===== src/rtl/vppm_rx_pkg.sv =====
// Shared VPPM receive-path types and default constants.
package vppm_rx_pkg;

  typedef enum logic [1:0] {
    HUNT  = 2'd0,
    ARMED = 2'd1,
    DATA  = 2'd2
  } syncState_t;

  localparam int NBITS_DEF        = 12;
  localparam int PREAMBLE_MIN_DEF = 5;
  localparam int GAP_TIMEOUT_DEF  = 1024;

endpackage


===== src/rtl/bit_gap_timer.sv =====
// Counts idle clk cycles between bit strobes.
// Pulses expire when the idle run reaches GAP_TIMEOUT-1.
module bit_gap_timer
  import vppm_rx_pkg::*;
#(
  parameter int GAP_TIMEOUT = GAP_TIMEOUT_DEF
) (
  input  logic clk,
  input  logic rst,
  input  logic clear,
  input  logic enable,
  output logic expire
);

  localparam int TW = $clog2(GAP_TIMEOUT);
  localparam logic [TW-1:0] LIMIT = TW'(GAP_TIMEOUT - 1);

  logic [TW-1:0] count;

  assign expire = enable && !clear && (count == LIMIT);

  always_ff @(posedge clk) begin
    if (rst || clear || !enable || expire)
      count <= '0;
    else
      count <= count + 1'b1;
  end

endmodule


===== src/rtl/vppm_frame_sync.sv =====
// VPPM frame synchroniser: preamble/sync hunt, then
// MSB-first deserialisation into a handshaked word register.
module vppm_frame_sync
  import vppm_rx_pkg::*;
#(
  parameter int NBITS        = NBITS_DEF,
  parameter int PREAMBLE_MIN = PREAMBLE_MIN_DEF,
  parameter int GAP_TIMEOUT  = GAP_TIMEOUT_DEF
) (
  input  logic             clk,
  input  logic             rst,
  input  logic             bit_in,
  input  logic             bit_valid,
  input  logic             freq_available,
  output logic [NBITS-1:0] data_out,
  output logic             data_valid,
  input  logic             data_ready,
  output logic             locked,
  output logic             overrun,
  output logic [15:0]      word_count
);

  localparam int BW = $clog2(NBITS + 1);
  localparam int ZW = $clog2(PREAMBLE_MIN + 1);
  localparam logic [BW-1:0] LAST_BIT = BW'(NBITS - 1);
  localparam logic [ZW-1:0] ZERO_GOAL = ZW'(PREAMBLE_MIN - 1);
  localparam logic [ZW-1:0] ZERO_SAT = ZW'(PREAMBLE_MIN);

  syncState_t       state;
  logic [BW-1:0]    bitCnt;
  logic [ZW-1:0]    zeroCnt;
  logic [NBITS-2:0] shiftReg;
  logic [NBITS-1:0] nextWord;
  logic             gapExpire;

  assign nextWord = {shiftReg, bit_in};
  assign locked   = (state == DATA);

  bit_gap_timer #(
    .GAP_TIMEOUT(GAP_TIMEOUT)
  ) u_gap (
    .clk   (clk),
    .rst   (rst),
    .clear (bit_valid),
    .enable((state != HUNT) && freq_available),
    .expire(gapExpire)
  );

  always_ff @(posedge clk) begin
    if (rst) begin
      state      <= HUNT;
      bitCnt     <= '0;
      zeroCnt    <= '0;
      shiftReg   <= '0;
      data_out   <= '0;
      data_valid <= 1'b0;
      overrun    <= 1'b0;
      word_count <= '0;
    end else begin
      if (data_valid && data_ready)
        data_valid <= 1'b0;
      // Aborts keep the output side intact.
      if (!freq_available || gapExpire) begin
        state    <= HUNT;
        bitCnt   <= '0;
        zeroCnt  <= '0;
        shiftReg <= '0;
      end else if (bit_valid) begin
        unique case (state)
          HUNT: begin
            if (bit_in) begin
              zeroCnt <= '0;
            end else if (zeroCnt == ZERO_GOAL) begin
              zeroCnt <= ZERO_SAT;
              state   <= ARMED;
            end else begin
              zeroCnt <= zeroCnt + 1'b1;
            end
          end
          ARMED: begin
            if (bit_in) begin
              state    <= DATA;
              bitCnt   <= '0;
              zeroCnt  <= '0;
              shiftReg <= '0;
            end
          end
          DATA: begin
            if (bitCnt == LAST_BIT) begin
              bitCnt   <= '0;
              shiftReg <= '0;
              if (!data_valid || data_ready) begin
                data_out   <= nextWord;
                data_valid <= 1'b1;
                word_count <= word_count + 1'b1;
              end else begin
                overrun <= 1'b1;
              end
            end else begin
              bitCnt   <= bitCnt + 1'b1;
              shiftReg <= nextWord[NBITS-2:0];
            end
          end
          default: state <= HUNT;
        endcase
      end
    end
  end

endmodule


===== config.mk =====
export PLATFORM = sky130hd
export DESIGN_NAME = vppm_frame_sync
export DESIGN_NICKNAME = d
export VERILOG_FILES = /design/src/rtl/vppm_rx_pkg.sv /design/src/rtl/bit_gap_timer.sv /design/src/rtl/vppm_frame_sync.sv
export SDC_FILE = /design/constraint.sdc
export NUM_CORES = 1
export LEC_CHECK = 0
export BUFFER_PORTS_ARGS = -buffer_cell sky130_fd_sc_hd__buf_2
export CORE_UTILIZATION = 33
export CTS_BUF_LIST = sky130_fd_sc_hd__clkbuf_16
export CTS_CLUSTER_DIAMETER = 150
export DETAILED_ROUTE_END_ITERATION = 8
export PLACE_DENSITY = 0.5
export SETUP_SLACK_MARGIN = 0.15
export SKIP_LAST_GASP = 1
export SLEW_MARGIN = 20
export SYNTH_ARGS = -nofsm -noshare
export SYNTH_HDL_FRONTEND = slang
export SYNTH_SLANG_ARGS = --single-unit

===== constraint.sdc =====
create_clock -name clk -period 2.8 [get_ports clk]
set_clock_uncertainty 0.1 [all_clocks]
set_input_delay 0.14 -clock clk [delete_from_list [all_inputs] [get_ports clk]]
set_output_delay 0.14 -clock clk [all_outputs]
set_load 0.05 [all_outputs]

# Word level (Yosys, flattened, before mapping)
# Cells that the tools add are included.
[word_totals] register_bits=60 input_bits=6 output_inout_bits=31 wordCells=67
[op_classes] addsub=4 eq_ne=8 mux=20 bitwise_logic=3 n_reduce_logical=23
[op_table] op="$mux 11" count=2
[op_table] op="$pmux 11 s2" count=1
[op_table] op="$add 16x1->16 const B" count=1
[op_table] op="$reduce_and 5->1" count=3
[op_table] op="$add 10x1->10 const B" count=1
[op_table] op="$eq 10x10->1 const B" count=1
[op_table] op="$mux 3" count=3
[op_table] op="$mux 4" count=2
[op_table] op="$pmux 4 s2" count=1
[op_table] op="$mux 1" count=6
[op_table] op="$mux 2" count=3
[op_table] op="$ne 2x2->1 const B" count=3
[op_table] op="$pmux 2 s3" count=1
[op_table] op="$pmux 3 s2" count=1
[op_table] op="$reduce_and 3->1" count=2
[op_table] op="$reduce_bool 2->1" count=3
[op_table] op="$logic_or 1x1->1" count=5
[op_table] op="$add 4x1->4 const B" count=1
[op_table] op="$eq 4x4->1 const B" count=1
[op_table] op="$logic_and 1x1->1" count=4
[op_table] op="$logic_not 1->1" count=4
[op_table] op="$add 3x1->3 const B" count=1
[op_table] op="$eq 3x3->1 const B" count=1
[op_table] op="$not 1->1" count=3
[op_table] op="other kinds (4)" count=4

# Depth between registers and ports, before layout
[logic_depth] word_depth=7 depth_mapped=6 ltp_nobuf=6

# By module
# A second synthesis with hierarchy kept.
[unflattened] cells_unflattened=285 hier_area_um2=2615.0
[by_module_without_submodules] module="vppm_frame_sync" instances=1 cells_each=234 area_each_um2=2155.8 seq_area_each_um2=1001.0
[by_module_without_submodules] module="bit_gap_timer" instances=1 cells_each=51 area_each_um2=459.2 seq_area_each_um2=200.2

# Worst setup path before layout
# OpenSTA, ideal clock, no wires.
[synth_path] path_type="register to register" start="reg state[0]" end="reg shiftReg[3]" setup_ns=0.128 t_arrival_ns=1.986 required_time_ns=2.572 path_slack_ns=0.587 path_stages_with_launch=7 n_path_buf=2 synth_period_minus_slack_ns=2.213 cell_sequence="dfxtp_1 > clkbuf_1 > nor2b_1 > o21ai_1 > clkbuf_1 > a22oi_1 > nor2_1"
[synth_between] elab_cells_between_ends=12 cone_classes="eq/ne (3); mux (1); reduce/logical (8)"
[synth_lines] item="start: declaration" line="vppm_frame_sync.sv:29" source="syncState_t state;"
[synth_lines] item="start signal: assignment" line="vppm_frame_sync.sv:51" source="state <= HUNT;"
[synth_lines] item="start signal: assignment" line="vppm_frame_sync.sv:64" source="state <= HUNT;"
[synth_lines] item="start signal: assignment" line="vppm_frame_sync.sv:75" source="state <= ARMED;"
[synth_lines] item="$eq 2x2->1 *"
[synth_lines] item="net locked" line="vppm_frame_sync.sv:18" source="output logic locked,"
[synth_lines] item="$reduce_bool 2->1 (no line)"
[synth_lines] item="$reduce_and 3->1 (no line)"
[synth_lines] item="end signal: assignment" line="vppm_frame_sync.sv:101" source="shiftReg <= nextWord[NBITS-2:0];"
[synth_lines] item="end: declaration" line="vppm_frame_sync.sv:32" source="logic [NBITS-2:0] shiftReg;"
# Mark *: on every way through the listed nets, which the timed path passes. The rest lies on a longest branch.
# A chain may end at the register's enable or synchronous reset.

# Worst setup path after layout
[layout_path] start="reg bitCnt[0]" end="reg word_count[10]"
[layout_between] elab_chain_len=2
[layout_rtl] item="start: declaration" line="vppm_frame_sync.sv:30" source="logic [BW-1:0] bitCnt;"
[layout_rtl] item="start signal: assignment" line="vppm_frame_sync.sv:100" source="bitCnt <= bitCnt + 1'b1;"
[layout_rtl] item="$eq 4x4->1" line="vppm_frame_sync.sv:89" source="if (bitCnt == LAST_BIT) begin"
[layout_rtl] item="$reduce_and 5->1 (no line)"
[layout_rtl] item="end signal: assignment" line="vppm_frame_sync.sv:95" source="word_count <= word_count + 1'b1;"
[layout_rtl] item="end: declaration" line="vppm_frame_sync.sv:20" source="output logic [15:0] word_count"
# Every way passes these cells.

==> summary.txt <==
Clock tree
  – Buffer cell driving the clock tree root: sky130_fd_sc_hd__clkbuf_16
  – Post-cts sizing count: 0
  – Count of buffers added by post-CTS timing repair for setup: 0
  – Maximum number of buffers from clock root to sink: 2
  – Hold Buf Count CTS: 0
  – Number of clock sinks seen by CTS: 60
  – Worst-skew pair later-pin latency: around 0.33 ns
  – CTS tree: built
  – Clock transition time at the flip-flop clock pins of the worst setup and hold paths: 0.05 ns
  – H-tree depth reported by CTS: 3
  – CTS buffer count: 9

Pwr
  – Total leakage power: between 1 and 1.5 nW
  – Comb pwr share: between 1 and 1.5%
  – Sw Share: a little under a fifth
  – Power per Cell Area: approximately 670 nW/um2
  – Net Sw Power: 0.000393 W
  – Peak ir drop on the vdd network: 0.300 mV
  – Clock power share: approximately three fifths
  – Sequential share of power: around two fifths
  – Internal power: about 0.0017 W

Finish
  – Fraction of final layout cells sized beyond drive strength 1: 17.5%
  – NumNets Final: around 330
  – Total inserted antenna cells: 0
  – Layout Utilization: between 40% and 50%
  – Number of non-filler instances in the completed layout: approximately 430
  – Post-synthesis to final-layout area growth: 24.0%

Routing
  – Number of DRC violations after detailed routing: 0
  – Drt first-iter violations: 73
  – DR vias/cell: approximately 5
  – 1st-pass router iterations: 4
  – Total length of routed wires: ~5.5 mm
  – Wire length per cell after detailed routing: 13.0 um
  – ANT nets after route: 0
  – Via count: approximately 2,100

Yosys
  – Proportion of synthesized flip-flops having asynchronous set or reset: 0%
  – Leading cell type by number of instances after synthesis: sky130_fd_sc_hd__dfxtp_1
  – Primary FF master, synth: sky130_fd_sc_hd__dfxtp_1
  – Post-Syn Area: about 2600 um2
  – Number of synthesis warnings: 0
  – Cell type contributing the most total cell area after synthesis: sky130_fd_sc_hd__dfxtp_1
  – Number of cells produced by synthesis: between 200 and 300
  – Most used standard cells in the synthesized netlist: sky130_fd_sc_hd__dfxtp_1, sky130_fd_sc_hd__nor2_1, sky130_fd_sc_hd__a21oi_1
  – Synth cell types: 41
  – Register bit count reported by yosys: 60
  – Most area-consuming cells after synthesis: sky130_fd_sc_hd__dfxtp_1, sky130_fd_sc_hd__nor2_1, sky130_fd_sc_hd__mux2i_1
  – Proportion of netlist area held by the largest area contributor: a little under half
  – EDFF count, synth: 0
  – Share of the yosys chip area belonging to registers: between 40% and 50%
  – Average footprint of a synthesized cell: between 8 and 9 um2
  – Number of nets in the synthesized netlist: between 200 and 300

Placed design
  – Dpl hpwl: around 3.6 mm
  – Number of I/O port buffers: 36
  – Final RePlAce weighted congestion: between 0.7 and 0.8
  – Placed insts: roughly 410

Timing
  – Setup repair after global routing missed its margin: no
  – Headroom to the max-slew limit: a little under three fifths
  – Worst-Margin Slew: roughly 0.64 ns
  – Final Cycle Share: about four fifths
  – Summed negative setup slack over all endpoints: 0 ns
  – Final hold violation count: 0
  – Count of endpoints failing setup in the final report: 0
  – Post-layout minimum cycle time: between 2 and 2.5 ns
  – Count of final max-slew check failures: 0
  – Achievable frequency: about 0.45 GHz

Global routing
  – Global-route congestion overflow total: 0
  – Wire length of the first global-routing pass: 9.09 mm
  – Maximum number of pins on one net before global-route repair: 33
  – Global-route total usage across every layer: 14.3%
  – Antenna violations before repair: 0
  – Vias in the first global route: between 1,500 and 2,000

Min path
  – Worst hold path class: input pin to flip-flop

Die
  – Top Ports: 37
  – Die footprint: approximately 8000 um2
  – Initial standard-cell utilization of the core: between 30% and 40%
  – Die Height: between 80 and 90 um
  – Area of the placeable core: approximately 7400 um2
  – Site row count: 31
  – Die Span X: around 90 um

Critical path
  – Arr. time, crit path: 2.36 ns
  – Data required time at the worst endpoint: between 2 and 3 ns
  – Worst-path fanout max: 12
  – Crit path capture type: flip-flop
  – Kind of start point of the critical path: flip-flop
  – Critical path type: flip-flop to flip-flop

Status
  – Run status: complete, no violations

Flow run
  – Max Cap Violations: 0
==> worst max-delay path, cell delays in order, from the launching register on <==
cell                       delay [ns]
sky130_fd_sc_hd__dfxtp_1         0.36
sky130_fd_sc_hd__ha_1            0.25
sky130_fd_sc_hd__nand4b_2        0.17
sky130_fd_sc_hd__or4_4           0.62
sky130_fd_sc_hd__or4_1           0.49
sky130_fd_sc_hd__a21oi_1         0.15
==> kinds of logic (layout without fill, tap and decap cells) <==
logic type / after synthesis / in the layout / share of synthesized area (%)
fa+ha+maj: 5 / 5 / 2.45
simple gates: 117 / 117 / 23.7
buf+inv: 23 / 65 / 3.87
compound gates: 54 / 54 / 13.6
flops: 60 / 60 / 47.1
mux: 14 / 14 / 5.49
xor+xnor: 11 / 11 / 3.78
==> per-stage QoR <==
step,cell area [um2],total power (W),hold WS [ns],setup WS [ns]
6_report,3160,0.00211,0.0715,0.586
5_1_grt,3160,0.00218,0.0856,0.472
4_1_cts,3160,0.00214,0.0663,0.596
3_5_place_dp,2830,0.000903,0.357,0.615
3_3_place_gp,2830,0.000903,0.348,0.636
2_1_floorplan,2550,0.000890,0.187,0.587
==> path summary, 6_finish.rpt <==
check / start / end / slack [ns] / cells past startpoint
setup / recovery: bitCnt[0] / word_count[10] / 0.59 / 5
hold / removal: data_ready / data_valid / 0.07 / 3
hold reg to reg: u_gap.count[0] / u_gap.count[0] / 0.36 / 1
setup reg to reg: bitCnt[0] / word_count[10] / 0.59 / 5
==> per-layer routing <==
metal  share of wire [%]  global-route usage [%]  up-vias
met1                  51                    18.6      969
met3                 4.3                    3.98       11
met4                 2.4                    9.81        0
li1                    -                       -     1102
met5                   0                       0        -
met2                  43                    20.4       44
==> area by class of cell <==
class / instances / area (um2)
multi-input combinational: 201 / 1260
fill: 737 / 4210
sequential: 60 / 1200
tap: 99 / 124
clock buffer: 9 / 225
clock inverter: 7 / 106
timing repair buffer: 40 / 210
inverter: 9 / 33.8
==> power by group through the flow <==
stage | clock, W | sequential (W) | combinational, W
2_1_floorplan | 0 | 0.000873 | 0.0000170
3_3_place_gp | 0 | 0.000873 | 0.0000299
3_5_place_dp | 0 | 0.000874 | 0.0000296
4_1_cts | 0.00125 | 0.000856 | 0.0000298
5_1_grt | 0.00129 | 0.000855 | 0.0000324
6_report | 0.00123 | 0.000856 | 0.0000294
==> flip-flops by register name, indices dropped and copies added, names as in the netlist <==
signal       cells
bitCnt           4
overrun          1
u_gap.count     10
word_count      16
shiftReg        11
zeroCnt          3
data_valid       1
data_out        12
state            2
==> layout by cell type (no fill, tap or decap), drive strengths merged, types with 6 or more instances in the layout <==
| cell | count |
|---|---|
| xnor2 | 9 |
| o31ai | 9 |
| mux2i | 14 |
| nand3 | 9 |
| nor2 | 47 |
| clkbuf | 9 |
| nor3 | 7 |
| dfxtp | 60 |
| a22oi | 13 |
| or4 | 11 |
| buf | 40 |
| nand2 | 15 |
| inv | 10 |
| nand4 | 6 |
| a21oi | 18 |
Note: power is estimated with default switching activity, not from simulation.
